[src/rtl/key_debounce.sv]
// Per-key synchroniser, debouncer and hold/auto-repeat event generator.
// The outputs are a clean pressed level plus single-cycle press/release/long/repeat pulses.
module key_debounce #(
  parameter int          KEY_NUM       = 4,
  parameter logic [31:0] DEBOUNCE_MAX  = 32'd1_000_000,
  parameter logic [31:0] LONG_MAX      = 32'd100_000_000,
  parameter logic [31:0] REPEAT_MAX    = 32'd20_000_000,
  parameter logic        PRESSED_LEVEL = 1'b0
) (
  input  logic               clock,
  input  logic               reset,
  input  logic [KEY_NUM-1:0] key_in,
  output logic [KEY_NUM-1:0] key_state,
  output logic [KEY_NUM-1:0] key_press,
  output logic [KEY_NUM-1:0] key_release,
  output logic [KEY_NUM-1:0] key_long,
  output logic [KEY_NUM-1:0] key_repeat
);

  typedef enum logic [1:0] {ST_IDLE, ST_HOLD, ST_REPEAT} hold_state_t;

  for (genvar i = 0; i < KEY_NUM; i++) begin : g_key
    logic        sync_p0, sync_p1;
    logic        key_sync;
    logic [31:0] deb_cnt, deb_cnt_nxt;
    logic        state_q, state_nxt;
    hold_state_t hold_st, hold_st_nxt;
    logic [31:0] hold_cnt, hold_cnt_nxt;
    logic        press_q, release_q, long_q, repeat_q;
    logic        press_nxt, release_nxt, long_nxt, repeat_nxt;

    assign key_sync = (sync_p1 == PRESSED_LEVEL);

    always_comb begin
      deb_cnt_nxt  = '0;
      state_nxt    = state_q;
      press_nxt    = 1'b0;
      release_nxt  = 1'b0;
      long_nxt     = 1'b0;
      repeat_nxt   = 1'b0;
      hold_st_nxt  = hold_st;
      hold_cnt_nxt = hold_cnt;

      // A level is accepted only after DEBOUNCE_MAX consecutive mismatching edges.
      if (key_sync != state_q) begin
        if (deb_cnt == DEBOUNCE_MAX - 32'd1) begin
          state_nxt   = key_sync;
          press_nxt   = key_sync;
          release_nxt = ~key_sync;
        end else begin
          deb_cnt_nxt = deb_cnt + 32'd1;
        end
      end

      // Release wins over a long/repeat event landing on the same edge.
      if (release_nxt) begin
        hold_st_nxt  = ST_IDLE;
        hold_cnt_nxt = '0;
      end else begin
        unique case (hold_st)
          ST_IDLE: begin
            if (press_nxt) begin
              hold_st_nxt  = ST_HOLD;
              hold_cnt_nxt = '0;
            end
          end
          ST_HOLD: begin
            if (hold_cnt == LONG_MAX - 32'd1) begin
              long_nxt     = 1'b1;
              hold_cnt_nxt = '0;
              hold_st_nxt  = ST_REPEAT;
            end else begin
              hold_cnt_nxt = hold_cnt + 32'd1;
            end
          end
          ST_REPEAT: begin
            if (hold_cnt == REPEAT_MAX - 32'd1) begin
              repeat_nxt   = 1'b1;
              hold_cnt_nxt = '0;
            end else begin
              hold_cnt_nxt = hold_cnt + 32'd1;
            end
          end
          default: begin
            hold_st_nxt  = ST_IDLE;
            hold_cnt_nxt = '0;
          end
        endcase
      end
    end

    always_ff @(posedge clock) begin
      if (reset) begin
        sync_p0   <= ~PRESSED_LEVEL;
        sync_p1   <= ~PRESSED_LEVEL;
        deb_cnt   <= '0;
        state_q   <= 1'b0;
        hold_st   <= ST_IDLE;
        hold_cnt  <= '0;
        press_q   <= 1'b0;
        release_q <= 1'b0;
        long_q    <= 1'b0;
        repeat_q  <= 1'b0;
      end else begin
        sync_p0   <= key_in[i];
        sync_p1   <= sync_p0;
        deb_cnt   <= deb_cnt_nxt;
        state_q   <= state_nxt;
        hold_st   <= hold_st_nxt;
        hold_cnt  <= hold_cnt_nxt;
        press_q   <= press_nxt;
        release_q <= release_nxt;
        long_q    <= long_nxt;
        repeat_q  <= repeat_nxt;
      end
    end

    assign key_state[i]   = state_q;
    assign key_press[i]   = press_q;
    assign key_release[i] = release_q;
    assign key_long[i]    = long_q;
    assign key_repeat[i]  = repeat_q;
  end

endmodule

[config.mk]
export PLATFORM = sky130hd
export DESIGN_NAME = key_debounce
export DESIGN_NICKNAME = d
export VERILOG_FILES = /design/src/rtl/key_debounce.sv
export SDC_FILE = /design/constraint.sdc
export NUM_CORES = 1
export LEC_CHECK = 0
export CORE_ASPECT_RATIO = 0.75
export CORE_MARGIN = 5
export CORE_UTILIZATION = 30
export CTS_BUF_LIST = sky130_fd_sc_hd__clkbuf_4
export DETAILED_ROUTE_END_ITERATION = 6
export SYNTH_ARGS = -nofsm -noshare
export SYNTH_HDL_FRONTEND = slang
export SYNTH_SLANG_ARGS = --single-unit
[constraint.sdc]
create_clock -name clock -period 4.25 [get_ports clock]
set_clock_uncertainty 0.15 [all_clocks]
set_input_delay 0.85 -clock clock [delete_from_list [all_inputs] [get_ports clock]]
set_output_delay 0.85 -clock clock [all_outputs]
set_load 0.03 [all_outputs]
; ---- Word-level counts from Yosys, hierarchy flattened
; Index checks and enable logic that the tools add are counted.
; Widths: inputs -> output; s select.
[word_totals]
elab_cells = 176
input_bits = 6
regBits = 292
output_inout_bits = 20
[classes]
n_eq_ne = 32
reduce_logical = 28
muxes = 52
n_addsub = 8
n_bitwise = 16
[ops]
columns = cell, count
row1 = $mux 32, 12
row2 = $pmux 32 s3, 4
row3 = $add 32x1->32 const B, 8
row4 = $eq 32x20->1 const B, 4
row5 = $eq 32x25->1 const B, 4
row6 = $eq 32x27->1 const B, 4
row7 = $reduce_or 3->1, 12
row8 = $mux 1, 24
row9 = $pmux 2 s3, 4
row10 = $mux 2, 8
row11 = $ne 2x2->1 const B, 8
row12 = $not 1->1, 16
row13 = $reduce_and 3->1, 4
row14 = $eq 2x1->1 const B, 4
row15 = $eq 2x2->1 const B, 4
row16 = $logic_not 2->1, 4
row17 = $reduce_and 2->1, 4
row18 = $reduce_or 2->1, 4
row19 = $ne 1x1->1, 4

; ---- Logic depth before layout (Yosys ltp)
; Gate-level depths: netlist of run 1.
[depth]
word_depth = 5
depth_mapped = 9
ltp_nobuf = 7

; ---- Worst setup path after synthesis of run 1
; Ideal clock, no wire load.
[synth_timing]
path_kind = reg-to-reg
from = register g_key[2].deb_cnt[0]
to = register g_key[2].hold_cnt[10]
setup_time_ps = 128
path_buffers = 2
t_arrival_ps = 2261
path_slack_ps = 1711
synth_period_minus_slack_ps = 2539
stages_incl_launch_ff = 10
required_time_ps = 3972
path_cell_list = dfxtp_1 > ha_1 > and3_1 > nand3_1 > or4b_1 > buf_2 > and2_1 > o21ai_1 > clkbuf_1 > nor2_1
[synth_between]
elab_chain_len = 4
elab_cells_between_ends = 7
classes_between = 2 x eq/ne / 4 x mux / 1 x reduce/logical
[synth_lines]
columns = element, line_no
row1 = start: declaration, 25  ; logic [31:0] deb_cnt, deb_cnt_nxt;
row2 = start signal: assignment, 107  ; deb_cnt <= deb_cnt_nxt;
row3 = $eq 32x20->1 (*), 46  ; if (deb_cnt == DEBOUNCE_MAX - 32'd1) begin
row4 = $mux 1, 46
row5 = $mux 1, 45  ; if (key_sync != state_q) begin
row6 = $ne 2x2->1 (no line) / $reduce_or 2->1 (equally long branches), --
row7 = end signal: assignment, 110  ; hold_cnt <= hold_cnt_nxt;
row8 = end: declaration, 28  ; logic [31:0] hold_cnt, hold_cnt_nxt;
; Mark *: on every way between the ends. The rest lies on a longest branch, timed or not.
; A chain may end at the register's enable or synchronous reset.

; ---- Final worst setup path of run 1
[layout_timing]
from = register g_key[1].deb_cnt[15]
to = register g_key[1].hold_cnt[23]
[layout_between]
elab_chain_len = 4
elab_cells_between_ends = 7
classes_between = 2 x eq/ne / 4 x mux / 1 x reduce/logical
[layout_lines]
columns = element, line_no
row1 = start: declaration, 25
row2 = start signal: assignment, 107
row3 = $eq 32x20->1 (*), 46
row4 = $mux 1, 46
row5 = $mux 1, 45
row6 = $ne 2x2->1 (no line) / $reduce_or 2->1 (equally long branches), --
row7 = end signal: assignment, 110
row8 = end: declaration, 28
; Marks and branches as above.

==> results.toml, run 1 <==
[global_route]
grt_pass1_wl_um = 53300
grt.busiest_layer = "met2"
antenna_found_initial = 3
track_usage_pct = 12.0
grt_max_degree = 33
use_met2_pct = 17.6
grtUsageMet1_pct = 17.2
use_met3_pct = 3.07
grt-ovfl-total = 0
grt_pass1_vias = 11118

[synthesis]
synth_nets = 1702
yosys_most_used_dff = "dfxtp_1"
yosysUniqueCellTypes = 66
yosysSeqAreaShare_pct = 41.7
synth_top_area_cell = "dfxtp_1"
ys.warnings.count = 0
postSynth.asyncResetShare_pct = 0
yosys-top-cells-count = "292 x dfxtp_1, 261 x nor2_1, 129 x nand2_1"
synth_edf_count = 0
synth_top_area_share_pct = 41.7
synth_seq_cells = 292
synthCells = 1672
synthesis.area_um2 = 14000
yosys.cell_count.top_type = "dfxtp_1"
synthTopCellsByArea = "dfxtp_1 42%, nor2_1 7.0%, xnor2_1 6.6%, xor2_1 5.9%, nand3_1 4.4%"
avgSynthCellArea_um2 = 8.39

[setup_path]
critPathKind = "register to register"
path_max_fanout = 31
end_kind = "register"
worst_ep_arrival_time_ns = 3.75
worstPathRequired_ns = 4.68
cp-start-kind = "register"

[pwr]
p_leak_nw = 4.76
power_mw = 5.33
pwr_density_cell_nw_per_um2 = 340
ir_drop_uv = 128

[timing]
period_share_pct = 78.1
hold_viol = 0
max_freq_mhz = 301
rsz0062_at_grt = "no"
slew_headroom_pct = 29.4
hold_ws_ns = 0.253
tns_ns = 0
setup_viol = 0
drv_slew = 0
fin_crit_ns = 3.32
worst_pin_slew_ns = 1.06

[layout]
final_core_util_pct = 34.0
nets = 1733
fillers = 4855
final_cell_area_um2 = 15700
syn_to_final_growth_pct = 11.6
largestRegisters = "g_key.deb_cnt: 128 flops, g_key.hold_cnt: 128 flops, g_key.hold_st: 8 flops"
drive_gt1_share_pct = 9.66

[floorplan]
placement_rows = 68
ios = 26
fp.dieW_um = 260
die-area_um2 = 51200
initial_utilization_pct = 30.4
core_um2 = 46100
die_h_um = 197

[clock_tree]
cts_setup_buffers = 0
cts_tree = "built"
clockBufferDepth = 3
hold_buffers = 0
clkLatencyLatePin_ns = 0.72
post_cts_resized = 0
cts_buffers = 81
clockRootBuffer = "clkbuf_4"
cts.sinks = 292
h-tree-depth = 3
clkTransAtPathRegs_ns = 0.06

[drt]
wl_per_cell_um = 13.0
vias = 11753
final_antenna_net_count = 0
drc_errors = 0
firstDrtPassIters = 5
vias_per_cell = 4.93
drtIter0Drc = 758
totalWireLength_um = 30900

[run_status]
outcome = "finished, final reports clean"

[placed_design]
dp_hpwl_um = 20700
place_area_um2 = 14700
place_congestion = 0.808
numPortBuffers = 25

[job]
cap_violations = 0

[min_path]
hp-class = "register to register"
cells by family (layout without fill, tap and decap cells):
kind of cell | Yosys count | after routing | synth area share (%)
compound gates | 171 | 171 | 8.20
xor+xnor | 201 | 201 | 12.5
fa+ha+maj | 24 | 24 | 2.14
buf+inv | 129 | 207 | 4.24
flops | 292 | 292 | 41.7
mux | 6 | 6 | 0.428
other cells | 0 | 2 | 0
simple gates | 849 | 849 | 30.8
cell type report:
class / count / area, um^2 / share of cell area, %
inverters: 40 / 150 / 0.958
clock buffers: 120 / 901 / 5.75
clock inverters: 10 / 37.5 / 0.240
well taps: 630 / 788 / 5.03
diodes: 2 / 5.00 / 0.0319
multi-input cells: 1251 / 7600 / 48.5
flip-flops and latches: 292 / 5850 / 37.3
repair buffers: 37 / 340 / 2.17
cell usage in the layout (no fill, tap or decap), types with 42 or more instances in the layout:
master,netlist,routed
nand2_1,129,129
nand3_1,122,122
a21oi_1,58,58
and3_1,42,42
xnor2_1,106,106
nand4_1,83,83
clkbuf_4,0,120
dfxtp_1,292,292
nor2_1,261,261
xor2_1,95,95
path summary, 6_finish.rpt:
kind	startpoint	to	slack, ns	cells past startpoint
worst min register to register	g_key[1].sync_p0$_SDFF_PP1_	g_key[1].sync_p1$_SDFF_PP1_	0.25	1
worst max register to register	g_key[1].deb_cnt[15]$_SDFF_PP0_	g_key[1].hold_cnt[23]$_SDFFE_PP0P_	0.93	7
worst min-delay path	g_key[1].sync_p0$_SDFF_PP1_	g_key[1].sync_p1$_SDFF_PP1_	0.25	1
worst max-delay path	g_key[1].deb_cnt[15]$_SDFF_PP0_	g_key[1].hold_cnt[23]$_SDFFE_PP0P_	0.93	7
routing by layer:
layer | up-vias | wire (um)
met5 | - | 0
met4 | 0 | 707
met3 | 52 | 1430
met2 | 207 | 12800
met1 | 5539 | 16000
li1 | 5955 | -
power breakdown:
part	switching [mW]	internal [mW]
clock network	1.14	1.27
registers	0.00579	2.75
logic	0.119	0.0458
total	1.27	4.06
critical path: stages, from the launching register on:
cell	delay, ns
dfxtp_1	0.34
nor4_1	0.39
nand4b_1	0.25
or4_1	0.93
and2_1	0.49
o21ai_2	0.20
buf_4	0.33
nor2_1	0.09
per-stage QoR:
stage / cells / worst slack (ns)
global placement: 2250 / 1.01
finish: 2382 / 0.932
global route: 2382 / 0.769
CTS: 2380 / 0.985
floorplan: 1672 / 1.71
detailed placement: 2250 / 0.934
Power figures use the tool's default switching activity.
==> run 2, diff against run 1 <==
==> constraint.sdc (replaced) <==
create_clock -name clock -period 3.2 [get_ports clock]
set_clock_uncertainty 0.15 [all_clocks]
set_input_delay 0.64 -clock clock [delete_from_list [all_inputs] [get_ports clock]]
set_output_delay 0.64 -clock clock [all_outputs]
set_load 0.03 [all_outputs]
==> run 2 against run 1 <==
  * Via count is 0.62% higher
  * Clock power is 34% higher
  * Sequential share of layout area is 0.46 points lower
  * Largest power group unchanged
  * Utilization is 0.42 points higher
==> results.toml, run 2 (same netlist as run 1, synthesis figures left out) <==
[run_status]
outcome = "finished, final reports clean"

[timing]
setup_slack_ns = 0.246
fin_crit_ns = 2.95
drv_slew = 0
worst_pin_slew_ns = 1.03
period_share_pct = 92.3
rsz0062_at_grt = "no"
hold_viol = 0
slew_headroom_pct = 31.5
tns_ns = 0
max_freq_mhz = 339
setup_viol = 0

[setup_path]
path_max_fanout = 12
critPathKind = "register to register"
cp-start-kind = "register"
worst_ep_arrival_time_ns = 3.41
worstPathRequired_ns = 3.66
startpoint = "g_key[2].deb_cnt[0]$_SDFF_PP0_"
end_kind = "register"
rr_startpoint = "g_key[2].deb_cnt[0]$_SDFF_PP0_"

[global_route]
grt_max_degree = 33
grt_pass1_wl_um = 52700
grt_pass1_vias = 11184
antenna_found_initial = 1
grt-ovfl-total = 0
track_usage_pct = 12.0

[clock_tree]
clockBufferDepth = 3
clkLatencyLatePin_ns = 0.74
cts_buffers = 80
clkTransAtPathRegs_ns = 0.06
hold_buffers = 0
h-tree-depth = 3
post_cts_resized = 0
clockRootBuffer = "clkbuf_4"
cts.sinks = 292
cts_setup_buffers = 0
cts_tree = "built"

[job]
cap_violations = 0

[pwr]
pwr_density_cell_nw_per_um2 = 449
ir_drop_uv = 202
p_leak_nw = 4.87

[layout]
layout_commonest_cell = "dfxtp_1"
fillers = 4858
largestRegisters = "g_key.deb_cnt: 128 flops, g_key.hold_cnt: 128 flops, g_key.hold_st: 8 flops"
drive_gt1_share_pct = 10.5
fin_cells = 2400
syn_to_final_growth_pct = 13.0
layout_common_cells = "292 x dfxtp_1, 261 x nor2_1, 129 x nand2_1"
final_cell_area_um2 = 15900
multiInputGateArea_um2 = 7600
register_area_um2 = 5850
nets = 1752
final_core_util_pct = 34.4

[floorplan]
fp.dieW_um = 260
initial_utilization_pct = 30.4
placement_rows = 68
core_um2 = 46100
die_h_um = 197
ios = 26
die-area_um2 = 51200

[placed_design]
place_area_um2 = 14900
place_congestion = 0.808
place_inst = 2270
dp_hpwl_um = 20600
numPortBuffers = 25
dp_slack_ns = 0.276

[drt]
final_antenna_net_count = 0
drc_errors = 0
vias = 11826
drtIter0Drc = 684
firstDrtPassIters = 7
vias_per_cell = 4.93
totalWireLength_um = 30900
wl_per_cell_um = 12.9

[min_path]
hp-start = "g_key[0].sync_p0$_SDFF_PP1_"
hp-class = "register to register"
[run 2: cell count changes in the layout (fill, tap and decap cells not counted)]
cell | previous run | this run
bufinv_16 | 0 | 1
diode_2 | 2 | 1
buf_4 | 12 | 29
clkbuf_4 | 120 | 116
clkinv_2 | 0 | 1
clkinv_1 | 8 | 10
inv_2 | 2 | 1
buf_12 | 0 | 3
[run 2: worst max-delay path, cell delays in order, from the launching register on]
cell and delay [ns]:
dfxtp_1 0.37, ha_1 0.22, and3_1 0.27, nand3_1 0.16
or4b_1 0.80, a2111oi_0 0.63, xnor2_1 0.19, nor2_1 0.05
[run 2: final timing paths]
kind | to | cells after the start | slack, ns
setup / recovery | g_key[2].hold_cnt[27]$_SDFFE_PP0P_ | 7 | 0.25
hold / removal | g_key[0].sync_p1$_SDFF_PP1_ | 1 | 0.25
setup reg to reg | g_key[2].hold_cnt[27]$_SDFFE_PP0P_ | 7 | 0.25
hold reg to reg | g_key[0].sync_p1$_SDFF_PP1_ | 1 | 0.25
[run 2: layout make-up]
class / instances / share of cell area [%]
tap: 630 / 4.97
multi-input combinational: 1251 / 47.9
inverter: 40 / 0.947
antenna: 1 / 0.0158
clock buffer: 116 / 5.49
sequential: 292 / 36.9
timing repair buffer: 57 / 3.33
clock inverter: 13 / 0.481
[run 2: report_power, final]
part / internal (mW) / switching [mW] / total (mW) / leakage, nW
clock: 1.72 / 1.51 / 3.23 / 0.572
combinational: 0.0733 / 0.164 / 0.237 / 1.95
sequential: 3.65 / 0.00826 / 3.65 / 2.35
[run 2: through the flow]
stage | hold WS (ns) | total power [mW]
final | 0.254 | 7.12
after global routing | 0.248 | 7.51
after CTS | 0.209 | 7.29
after detailed placement | 0.247 | 3.98
after global placement | 0.243 | 3.97
after floorplan | 0.239 | 3.89
[run 2: per-layer routing]
metal	vias to the layer above	global-route usage (%)	routed length (um)
li1	6025	-	-
met3	51	3.59	1750
met2	244	17.1	12500
met4	0	4.52	640
met5	-	0	0
met1	5506	17.0	16000
==> run 3, diff against run 2 <==
--- a/config.mk
+++ b/config.mk
@@ -5,11 +5,14 @@
 export SDC_FILE = /design/constraint.sdc
 export NUM_CORES = 1
 export LEC_CHECK = 0
+export CAP_MARGIN = 25
 export CORE_ASPECT_RATIO = 0.75
 export CORE_MARGIN = 5
 export CORE_UTILIZATION = 30
 export CTS_BUF_LIST = sky130_fd_sc_hd__clkbuf_4
 export DETAILED_ROUTE_END_ITERATION = 6
+export DONT_BUFFER_PORTS = 1
+export GPL_TIMING_DRIVEN = 1
 export SYNTH_ARGS = -nofsm -noshare
 export SYNTH_HDL_FRONTEND = slang
 export SYNTH_SLANG_ARGS = --single-unit
==> run 3 against run 2 <==
  * Global-route usage rose by 0.20 points
  * First-iteration DRC count up 0.58%
  * Clock-buffer cell count rose by 1
  * Design area is 0.80% lower
  * Critical path type unchanged
  * Largest cell class unchanged
  * Highest routed layer unchanged
==> results.toml, run 3 (same netlist as run 1, synthesis figures left out) <==
[pwr]
power_frac_seq_pct = 49.9
ir_drop_uv = 248
pwr_density_cell_nw_per_um2 = 465
power.internal_mw = 5.55
power_frac_clock_pct = 46.7
p_switching_mw = 1.77
p_comb_share_pct = 3.3
swShare_pct = 24.1
p_leak_nw = 4.84
power_mw = 7.32

[job]
cap_violations = 0

[placed_design]
place_inst = 2243
dp_hpwl_um = 20600
numPortBuffers = 0
place_congestion = 0.825

[drt]
drtIter0Drc = 688
final_antenna_net_count = 0
firstDrtPassIters = 5
wl_per_cell_um = 13.2
drc_errors = 0
vias = 11794
totalWireLength_um = 31500
vias_per_cell = 4.93

[clock_tree]
cts.sinks = 292
h-tree-depth = 3
post_cts_resized = 0
clockRootBuffer = "clkbuf_4"
cts_buffers = 84
cts_setup_buffers = 0
clkTransAtPathRegs_ns = 0.07
hold_buffers = 7
clockBufferDepth = 3
cts_tree = "built"
clkLatencyLatePin_ns = 0.77

[layout]
largestRegisters = "g_key.deb_cnt: 128 flops, g_key.hold_cnt: 128 flops, g_key.hold_st: 8 flops"
drive_gt1_share_pct = 10.8
layout_common_cells = "292 x dfxtp_1, 261 x nor2_1, 129 x nand2_1"
nets = 1736
syn_to_final_growth_pct = 12.1
layout_commonest_cell = "dfxtp_1"
fin_cells = 2390

[timing]
worst_pin_slew_ns = 1.00
setup_viol = 0
drv_slew = 0
max_freq_mhz = 349
fin_crit_ns = 2.86
hold_viol = 0
hold_ws_ns = 0.130
slew_headroom_pct = 33.0
tns_ns = 0
period_share_pct = 89.4
rsz0062_at_grt = "no"

[setup_path]
worstPathRequired_ns = 3.70
critPathKind = "register to register"
worst_ep_arrival_time_ns = 3.37
path_max_fanout = 20
startpoint = "g_key[1].deb_cnt[15]$_SDFF_PP0_"
cp-start-kind = "register"
end_kind = "register"
rr_startpoint = "g_key[1].deb_cnt[15]$_SDFF_PP0_"

[global_route]
grt-ovfl-total = 0
track_usage_pct = 12.2
grt_max_degree = 33
antenna_found_initial = 2
grt_pass1_wl_um = 53600
grt_pass1_vias = 11049

[floorplan]
die_h_um = 197
die-area_um2 = 51200
initial_utilization_pct = 30.4
ios = 26
core_um2 = 46100
placement_rows = 68
fp.dieW_um = 260

[min_path]
hp-start = "reset"
hp-class = "primary input to register"

[run_status]
outcome = "finished, final reports clean"
[run 3: cell types whose count changed in the layout (fill, tap and decap cells not counted)]
cell,previous run,this run
clkinvlp_4,0,1
clkbuf_4,116,117
clkdlybuf4s50_1,25,0
clkinv_1,10,15
buf_4,29,28
diode_2,1,2
bufinv_16,1,2
dlygate4sd3_1,0,6
clkinv_2,1,2
[run 3: area by class of cell]
| class | instances | area, um^2 |
|---|---|---|
| Multi-Input combinational cell | 1251 | 7600 |
| Inverter | 40 | 150 |
| Antenna cell | 2 | 5.00 |
| Fill cell | 4861 | 30400 |
| Clock buffer | 117 | 878 |
| Tap cell | 630 | 788 |
| Timing Repair Buffer | 37 | 330 |
| Clock inverter | 21 | 138 |
| Sequential cell | 292 | 5850 |
[run 3: worst max-delay path: stages, from the launching register on]
cell and delay, ns:
dfxtp_1 0.34, nor4_1 0.33, nand4b_1 0.17, or4_1 0.55
buf_4 0.23, a21o_1 0.35, or4_1 0.45, a21oi_1 0.16
[run 3: metrics by stage]
step / utilization [%] / instance area, um^2 / worst slack [ns]
floorplan: - / 14000 / 0.661
global placement: 31.7 / 14600 / 0.409
detailed placement: 31.7 / 14600 / 0.401
CTS: 34.1 / 15700 / 0.351
global route: 34.1 / 15700 / 0.133
finish: 34.1 / 15700 / 0.338
[run 3: path summary, 6_finish.rpt]
| check | endpoint | slack, ns | depth (start not counted) |
|---|---|---|---|
| setup / recovery | g_key[1].hold_cnt[18]$_SDFFE_PP0P_ | 0.34 | 7 |
| setup reg to reg | g_key[1].hold_cnt[18]$_SDFFE_PP0P_ | 0.34 | 7 |
| hold reg to reg | g_key[1].sync_p1$_SDFF_PP1_ | 0.26 | 1 |
| hold / removal | g_key[1].hold_st[0]$_SDFFE_PP0P_ | 0.13 | 3 |
[run 3: power groups by stage]
stage               combinational, mW  sequential (mW)  clock, mW
floorplan                       0.160             3.73          0
global placement                0.226             3.73          0
detailed placement              0.230             3.74          0
CTS                             0.247             3.65       3.59
global route                    0.270             3.65       3.78
finish                          0.245             3.65       3.42
[run 3: routing by layer]
metal / wire (um) / up-vias / global-route usage, %
met4: 661 / 0 / 4.17
li1: - / 5990 / -
met2: 13100 / 222 / 17.7
met1: 16100 / 5520 / 17.3
met5: 0 / - / 0
met3: 1740 / 62 / 3.58
